File: config.mk
export PLATFORM = sky130hd
export DESIGN_NAME = reg_write_demux
export DESIGN_NICKNAME = d
export VERILOG_FILES = /design/src/rtl/reg_write_demux.sv
export SDC_FILE = /design/constraint.sdc
export NUM_CORES = 1
export LEC_CHECK = 0
export CAP_MARGIN = 10
export CORE_UTILIZATION = 35
export CTS_CLUSTER_DIAMETER = 150
export CTS_CLUSTER_SIZE = 24
export DETAILED_ROUTE_END_ITERATION = 16
export PLACE_DENSITY_LB_ADDON = 0.1
export SLEW_MARGIN = 20
export SYNTH_ARGS = -nofsm -noshare
export SYNTH_HDL_FRONTEND = slang
export SYNTH_SLANG_ARGS = --single-unit
File: constraint.sdc
create_clock -name clk -period 7.1 [get_ports clk]
set_input_delay 2.13 -clock clk [delete_from_list [all_inputs] [get_ports clk]]
set_output_delay 2.13 -clock clk [all_outputs]
set_load 0.01 [all_outputs]
File: src/rtl/reg_write_demux.sv
// Register-file writeback demux with an issue/writeback pending scoreboard.
// Define REG_WRITE_DEMUX_STALE_CHECK_EN to enable the sticky stale-write detector.
module reg_write_demux #(
  parameter int DATA_W = 64
) (
  input  logic              clk,
  input  logic              reset,
  input  logic              wr_en,
  input  logic [4:0]        wr_addr,
  input  logic [DATA_W-1:0] wr_data,
  input  logic              issue_en,
  input  logic [4:0]        issue_addr,
  output logic [31:0]       out_en,
  output logic [DATA_W-1:0] out_data,
  output logic [31:0]       pending,
  output logic [5:0]        pend_cnt,
  output logic              stale_err
);

  // Handshake: wr_en and issue_en are plain valids with no ready; the block
  // accepts every request on every non-reset cycle.
  localparam logic [4:0] ZERO_REG = 5'd31;

  logic        wr_live;
  logic        issue_live;
  logic [31:0] wr_onehot;
  logic [31:0] issue_onehot;
  logic [31:0] pending_next;
  logic [5:0]  cnt_next;

  assign wr_live    = wr_en && (wr_addr != ZERO_REG);
  assign issue_live = issue_en && (issue_addr != ZERO_REG);

  always_comb begin
    wr_onehot    = '0;
    issue_onehot = '0;
    if (wr_live) wr_onehot[wr_addr] = 1'b1;
    if (issue_live) issue_onehot[issue_addr] = 1'b1;
    // Clear before set so a same-cycle issue to the written register wins.
    pending_next     = (pending & ~wr_onehot) | issue_onehot;
    pending_next[31] = 1'b0;
    // Count the next value so pend_cnt tracks pending with no added latency.
    cnt_next = '0;
    for (int i = 0; i < 32; i++) begin
      cnt_next = cnt_next + 6'(pending_next[i]);
    end
  end

  always_ff @(posedge clk) begin
    if (reset) begin
      out_en   <= '0;
      out_data <= '0;
      pending  <= '0;
      pend_cnt <= '0;
    end else begin
      out_en <= wr_onehot;
      if (wr_en) out_data <= wr_data;
      pending  <= pending_next;
      pend_cnt <= cnt_next;
    end
  end

`ifdef REG_WRITE_DEMUX_STALE_CHECK_EN
  logic stale_q;

  // Uses the pre-update scoreboard, so a same-cycle issue does not mask it.
  always_ff @(posedge clk) begin
    if (reset) begin
      stale_q <= 1'b0;
    end else if (wr_live && !pending[wr_addr]) begin
      stale_q <= 1'b1;
    end
  end

  assign stale_err = stale_q;
`else
  assign stale_err = 1'b0;
`endif

endmodule

==> summary.txt, run 1 <==
Status: finished, final reports clean
Pint: 1.40 mW
EDFF count, synth: 0
Final worst setup slack: 0.163 ns
Yosys Warn Count: 0
Switching Fraction: 24.9%
GRT Residual Overflow: 0
Final worst path period share: 97.7%
I/O Buffers: 210
Power Density: 215 mW/mm2
Most common cell in the netlist: dfxtp_1
FFs w/ async S/R, synth: 0%
Seq pwr share: 42.2%
# setup viols final: 0
Synth Cell Area: 0.00544 mm2
Wire length per cell: 14.8 um
Synth top area cells: dfxtp_1 (49%), mux2i_1 (12%), fa_1 (8.5%)
CP startpoint kind: input port
Worst path buffer plus inverter count: 3
Worst path most repeated cell: fa_1
Fill cell count: 1347
Comb power frac: 13.7%
Hold Vio Cnt, Final: 0
Yosys top cell area share: 49.0%
Final WL: 15000 um
Pleak: 3.68 nW
Clock period minus worst slack: 6.94 ns
IO Pins: 213
Cell class contributing the biggest share of worst-path delay: adder cells
Vias per cell: 4.66
Register area: 0.00266 mm2
Yosys top cell by area: dfxtp_1
Dpl hpwl: 11300 um
Clock share of power: 44.1%
TritonCTS clock tree: done
Diodes inserted: 0
Die X: 127 um
Synth cell types: 36
Final Power: 1.87 mW
CP endpoint kind: register
Layout Skew: 0.00329 ns
Post-Syn Instances: 551
Slew HR: 29.5%
Synth top cells by count: dfxtp_1 (133), nor2_1 (100), mux2i_1 (65)
Clock Root Buffer: clkbuf_16
First-pass GRT wire length: 24000 um
Via count: 4724
Seq/Total Area, Yosys: 49.0%
Sink Count: 133
CP max stage cell: fa_2
Die ar.: 0.0160 mm2
Fin util: 57.2%
WS Path Type: in2reg
Nets: 920
Gr busiest metal: met2
Hold Slack: 0.476 ns
Core area: 0.0152 mm2
Avg Synthesized Cell Area: 9.86 um2
Syn-to-layout area delta: 60.1%
Layout cells sized above 1: 15.8%
Data arrival time of the critical path: 7.27 ns
Number of buffers created by CTS: 17
Row count: 45
Post-DRT Antenna Nets: 0
VDD IR max: 0.000158 V
Total Neg Setup Slack: 0 ns
Critical path, cell by cell: dlygate4sd2_1 > buf_4 > or3b_4 > o21ai_2 > and2_4 > fa_1 > fa_2 > fa_1 > fa_1 > fa_1 > fa_1 > fa_1 > inv_1 > fa_2 > a21o_1 > a21oi_2 > mux2i_1
WP data required: 7.44 ns
Vias in the first global route: 4735
Hold WC Path Type: reg2reg
Clock Latency Late Sink: 0.41 ns
Initial antenna violation count: 0
Main synth FF type: dfxtp_1
Clk pin slew, worst setup/hold paths: 0.06 ns
GR Layer Usage met1: 24.3%
Met3 usage: 6.20%
Clock Path Buffers: 2
#FFs+latches synth: 133
Sw Pwr: 466 uW
# Post-CTS Setup Buffers: 0
Initial DRT Pass Iterations: 4
Maximum clock frequency: 144 MHz
Drt first-iter violations: 191
GR Layer Usage met2: 32.1%
MaxCap Viol Count: 0
Slew Viols, Final: 0
# DRC: 0
Starting Density: 35.8%
Critical path's largest stage delay: 0.56 ns
Worst Path Max Fanout: 5
H-tree depth: 4
Tot GR Track Use: 19.5%
Post-Place Setup Slack: -0.720 ns
Worst-Margin Slew: 1.06 ns
GPL Wtd Cong: 0.848
Largest net degree at the start of global routing: 104
Multi-input logic area: 0.00263 mm2
Die height: 127 um
[logic make-up after synthesis]
group	count (synthesis)	share of synthesized area (%)
and+or+nand+nor	201	17.4
DFF	133	49.0
AOI/OAI and AO/OA	67	6.88
muxes	65	12.0
buffers and inverters	53	4.40
adders and majority gates	30	10.1
other	1	0.0690
xor gates and xnor gates	1	0.161
[power groups by stage]
stage	combinational, mW	sequential, mW	clock, mW
2_1_floorplan	0.101	0.818	0
3_3_place_gp	0.252	0.804	0
3_5_place_dp	0.255	0.805	0
4_1_cts	0.256	0.789	0.842
5_1_grt	0.280	0.792	0.878
6_report	0.255	0.789	0.824
[flip-flops by register name, indices dropped and copies added, names as in the netlist]
register	count
out_en	32
out_data	64
pend_cnt	6
pending	31
[worst min-delay path, stage by stage (launching register included)]
cell,delay [ns]
dfxtp_1,0.31
o21ai_2,0.06
a21oi_1,0.05
[cells in the final DEF, fill, tap and decap left out, types with 12 or more instances in the layout]
master / netlist / final
clkdlybuf4s50_1: 0 / 197
dfxtp_1: 133 / 133
nor2_1: 100 / 100
mux2i_1: 65 / 65
buf_4: 8 / 61
nand2_1: 32 / 31
a21oi_1: 32 / 31
inv_1: 23 / 22
fa_1: 23 / 20
and2_1: 22 / 19
clkbuf_16: 0 / 17
o21ai_2: 7 / 12
[metal layers]
metal  wire (um)  up-vias
met3         799       18
li1            -     2337
met2        7180      129
met4         220        0
met5           0        -
met1        6780     2240
[path summary, 6_finish.rpt]
check,from,endpoint,slack (ns),depth (start not counted)
setup reg to reg,pending[15],pend_cnt[5],2.25,17
setup / recovery,wr_addr[1],pend_cnt[4],0.16,17
hold reg to reg,pending[4],pending[4],0.48,2
hold / removal,pending[4],pending[4],0.48,2
[per-stage QoR]
step,instances,cell area (um2)
4_1_cts,1013,8650
3_3_place_gp,981,8080
5_1_grt,1013,8700
2_1_floorplan,553,5450
3_5_place_dp,981,8080
6_report,1013,8700
[final cells by class]
cell class              count  area share (%)
clock inverters            13            1.45
well taps                 188            2.70
flip-flops and latches    133            30.6
clock buffers              19            4.98
multi-input cells         367            30.2
repair buffers            270            29.0
inverters                  23           0.992
[what timing repair did]
item | CTS | global route
gates resized for setup | 21 | 29
gates cloned | 0 | 0
hold buffers | 0 | 0
endpoints found under the setup margin | 5 | 5
pin swaps | 5 | 4
(Power assumes the default switching activity.)
==> run 2: changes to the inputs <==
--- a/config.mk
+++ b/config.mk
@@ -5,7 +5,7 @@
 export SDC_FILE = /design/constraint.sdc
 export NUM_CORES = 1
 export LEC_CHECK = 0
-export CAP_MARGIN = 10
+export CAP_MARGIN = 20
 export CORE_UTILIZATION = 35
 export CTS_CLUSTER_DIAMETER = 150
 export CTS_CLUSTER_SIZE = 24
==> constraint.sdc (replaced) <==
create_clock -name clk -period 8.99 [get_ports clk]
set_input_delay 2.697 -clock clk [delete_from_list [all_inputs] [get_ports clk]]
set_output_delay 2.697 -clock clk [all_outputs]
set_load 0.01 [all_outputs]
==> run 2 against run 1 <==
Combinational power is 26% lower. Clock power is 18% lower. Power fell by 20%. Global-route usage shrank 0.81 points. Count of clock-buffer cells in the layout decreased by 1. Design area is 5.2% lower. First-iteration DRC count increased by 4.7%. Critical path type unchanged.
==> summary.txt, run 2 (synthesis results as in run 1) <==
Post-DRT Antenna Nets: 0 (unchanged)
Largest net degree at the start of global routing: 57 (-45%)
Core area: 0.0152 mm2 (unchanged)
Drt first-iter violations: 200 (+4.7%)
Die X: 127 um (unchanged)
I/O Buffers: 210 (unchanged)
Clock Root Buffer: clkbuf_16
Power Density: 180 mW/mm2 (-16%)
Row count: 45 (unchanged)
Initial antenna violation count: 0 (unchanged)
Maximum clock frequency: 123 MHz
Initial DRT Pass Iterations: 4 (unchanged)
IO Pins: 213 (unchanged)
Tot GR Track Use: 18.7% (-0.81 points)
GRT Residual Overflow: 0 (unchanged)
Die ar.: 0.0160 mm2 (unchanged)
Die height: 127 um (unchanged)
Nets: 866 (-5.9%)
# setup viols final: 0 (unchanged)
Hold Vio Cnt, Final: 0 (unchanged)
Final worst path period share: 90.5%
First-pass GRT wire length: 23000 um (-4.2%)
CP endpoint kind: register
Worst-Margin Slew: 0.979 ns (-0.0785 ns)
Number of flip-flops in the largest register: 64 (unchanged)
Data arrival time of the critical path: 8.47 ns (+1.20 ns)
Via count: 4493 (-4.9%)
Hold_buf cts: 0 (unchanged)
PostCTS Resize Cnt: 0 (-100%)
Hold WC Path Type: reg2reg
CP startpoint kind: input port
# Post-CTS Setup Buffers: 0 (unchanged)
Sink Count: 133 (unchanged)
TritonCTS clock tree: done
Vias per cell: 4.69 (+0.47%)
Vias in the first global route: 4581 (-3.3%)
Dpl hpwl: 10900 um (-3.5%)
Commonest non-fill, non-tap cell in the layout: clkdlybuf4s50_1
Clock Latency Late Sink: 0.41 ns (about the same)
WP data required: 9.33 ns (+1.89 ns)
Clock period minus worst slack: 8.14 ns
Hold Slack: 0.472 ns (-0.00371 ns)
Wire length per cell: 15.1 um (+2.0%)
Number of buffers created by CTS: 17 (unchanged)
Slew HR: 34.7% (+5.2 points)
Status: finished, final reports clean
Starting Density: 35.8% (unchanged)
Clock Path Buffers: 2 (unchanged)
Pleak: 3.41 nW (-7.4%)
Fill cell count: 1339 (-0.59%)
Multi-input logic area: 0.00254 mm2 (-3.4%)
WS Path Type: in2reg
Layout cells sized above 1: 6.36% (-9.4 points)
Register area: 0.00266 mm2 (unchanged)
GPL Wtd Cong: 0.907 (+6.9%)
Worst Path Max Fanout: 13 (+8)
Most frequent cells in the layout: clkdlybuf4s50_1 (208), dfxtp_1 (133), nor2_1 (100)
Final WL: 14500 um (-3.4%)
# DRC: 0 (unchanged)
H-tree depth: 4 (unchanged)
Layout Skew: 0.00772 ns (+0.00443 ns)
Total Neg Setup Slack: 0 ns (unchanged)
Slew Viols, Final: 0 (unchanged)
Largest regs: out_data x64, out_en x32, pending x31
MaxCap Viol Count: 0 (unchanged)
VDD IR max: 0.000129 V (-19%)
Syn-to-layout area delta: 51.8%
Diodes inserted: 0 (unchanged)
Fin util: 54.3% (-3.0 points)
Largest register by flop count: out_data
RSZ-0062 raised after global routing: no
Clk pin slew, worst setup/hold paths: 0.05 ns (about the same)
[run 2: cell types whose count changed in the layout (fill, tap and decap cells not counted), sizes merged, moves of 2 or more]
cell           delta
dlygate4sd2       -6
clkbuf            -5
clkdlybuf4s50    +11
buf              -54
clkinv            +2
[run 2: area by class of cell]
cell class	instances	area share (%)
Clock buffer	18	5.20
Clock inverter	14	1.88
Inverter	23	1.05
Multi-Input combinational cell	367	30.8
Sequential cell	133	32.3
Tap cell	188	2.85
Timing Repair Buffer	216	25.9
[run 2: worst max-delay path: stages]
cell and delay (ns):
clkdlybuf4s50_1 0.61, nor3b_1 0.53, nand3_1 0.19, and2_1 0.19, fa_1 0.54, inv_1 0.05, fa_1 0.47, inv_1 0.05
fa_1 0.46, fa_1 0.54, fa_1 0.44, fa_1 0.51, fa_1 0.19, inv_1 0.06, fa_1 0.40, a21o_1 0.19
a21oi_1 0.16, mux2i_1 0.18
[run 2: metrics by stage]
stage	instances	power (mW)	instance area, um2	setup WS (ns)
5_1_grt	959	1.55	8250	0.482
4_1_cts	959	1.51	8250	0.903
6_report	959	1.49	8250	0.854
3_5_place_dp	927	0.825	7660	0.484
2_1_floorplan	553	0.725	5440	1.31
3_3_place_gp	927	0.822	7660	0.611
[run 2: per-layer routing]
metal  track usage [%]  up-vias  wire length, um
li1                  -     2232                -
met1              22.6     2058             6160
met2              30.3      182             6840
met3              5.86       21             1140
met4              8.86        0              337
met5                 0        -                0
[run 2: worst paths after layout]
kind	to	slack, ns	from	cells after the start
setup / recovery	pend_cnt[4]	0.85	issue_addr[2]	18
hold / removal	pending[20]	0.47	pending[20]	2
setup reg to reg	pend_cnt[4]	4.03	pending[11]	16
hold reg to reg	pending[20]	0.47	pending[20]	2
[run 2: power breakdown]
| part | internal (mW) | switching (mW) |
|---|---|---|
| Clock | 0.410 | 0.267 |
| Combinational | 0.102 | 0.0856 |
| Sequential | 0.612 | 0.0104 |
| Total | 1.13 | 0.363 |
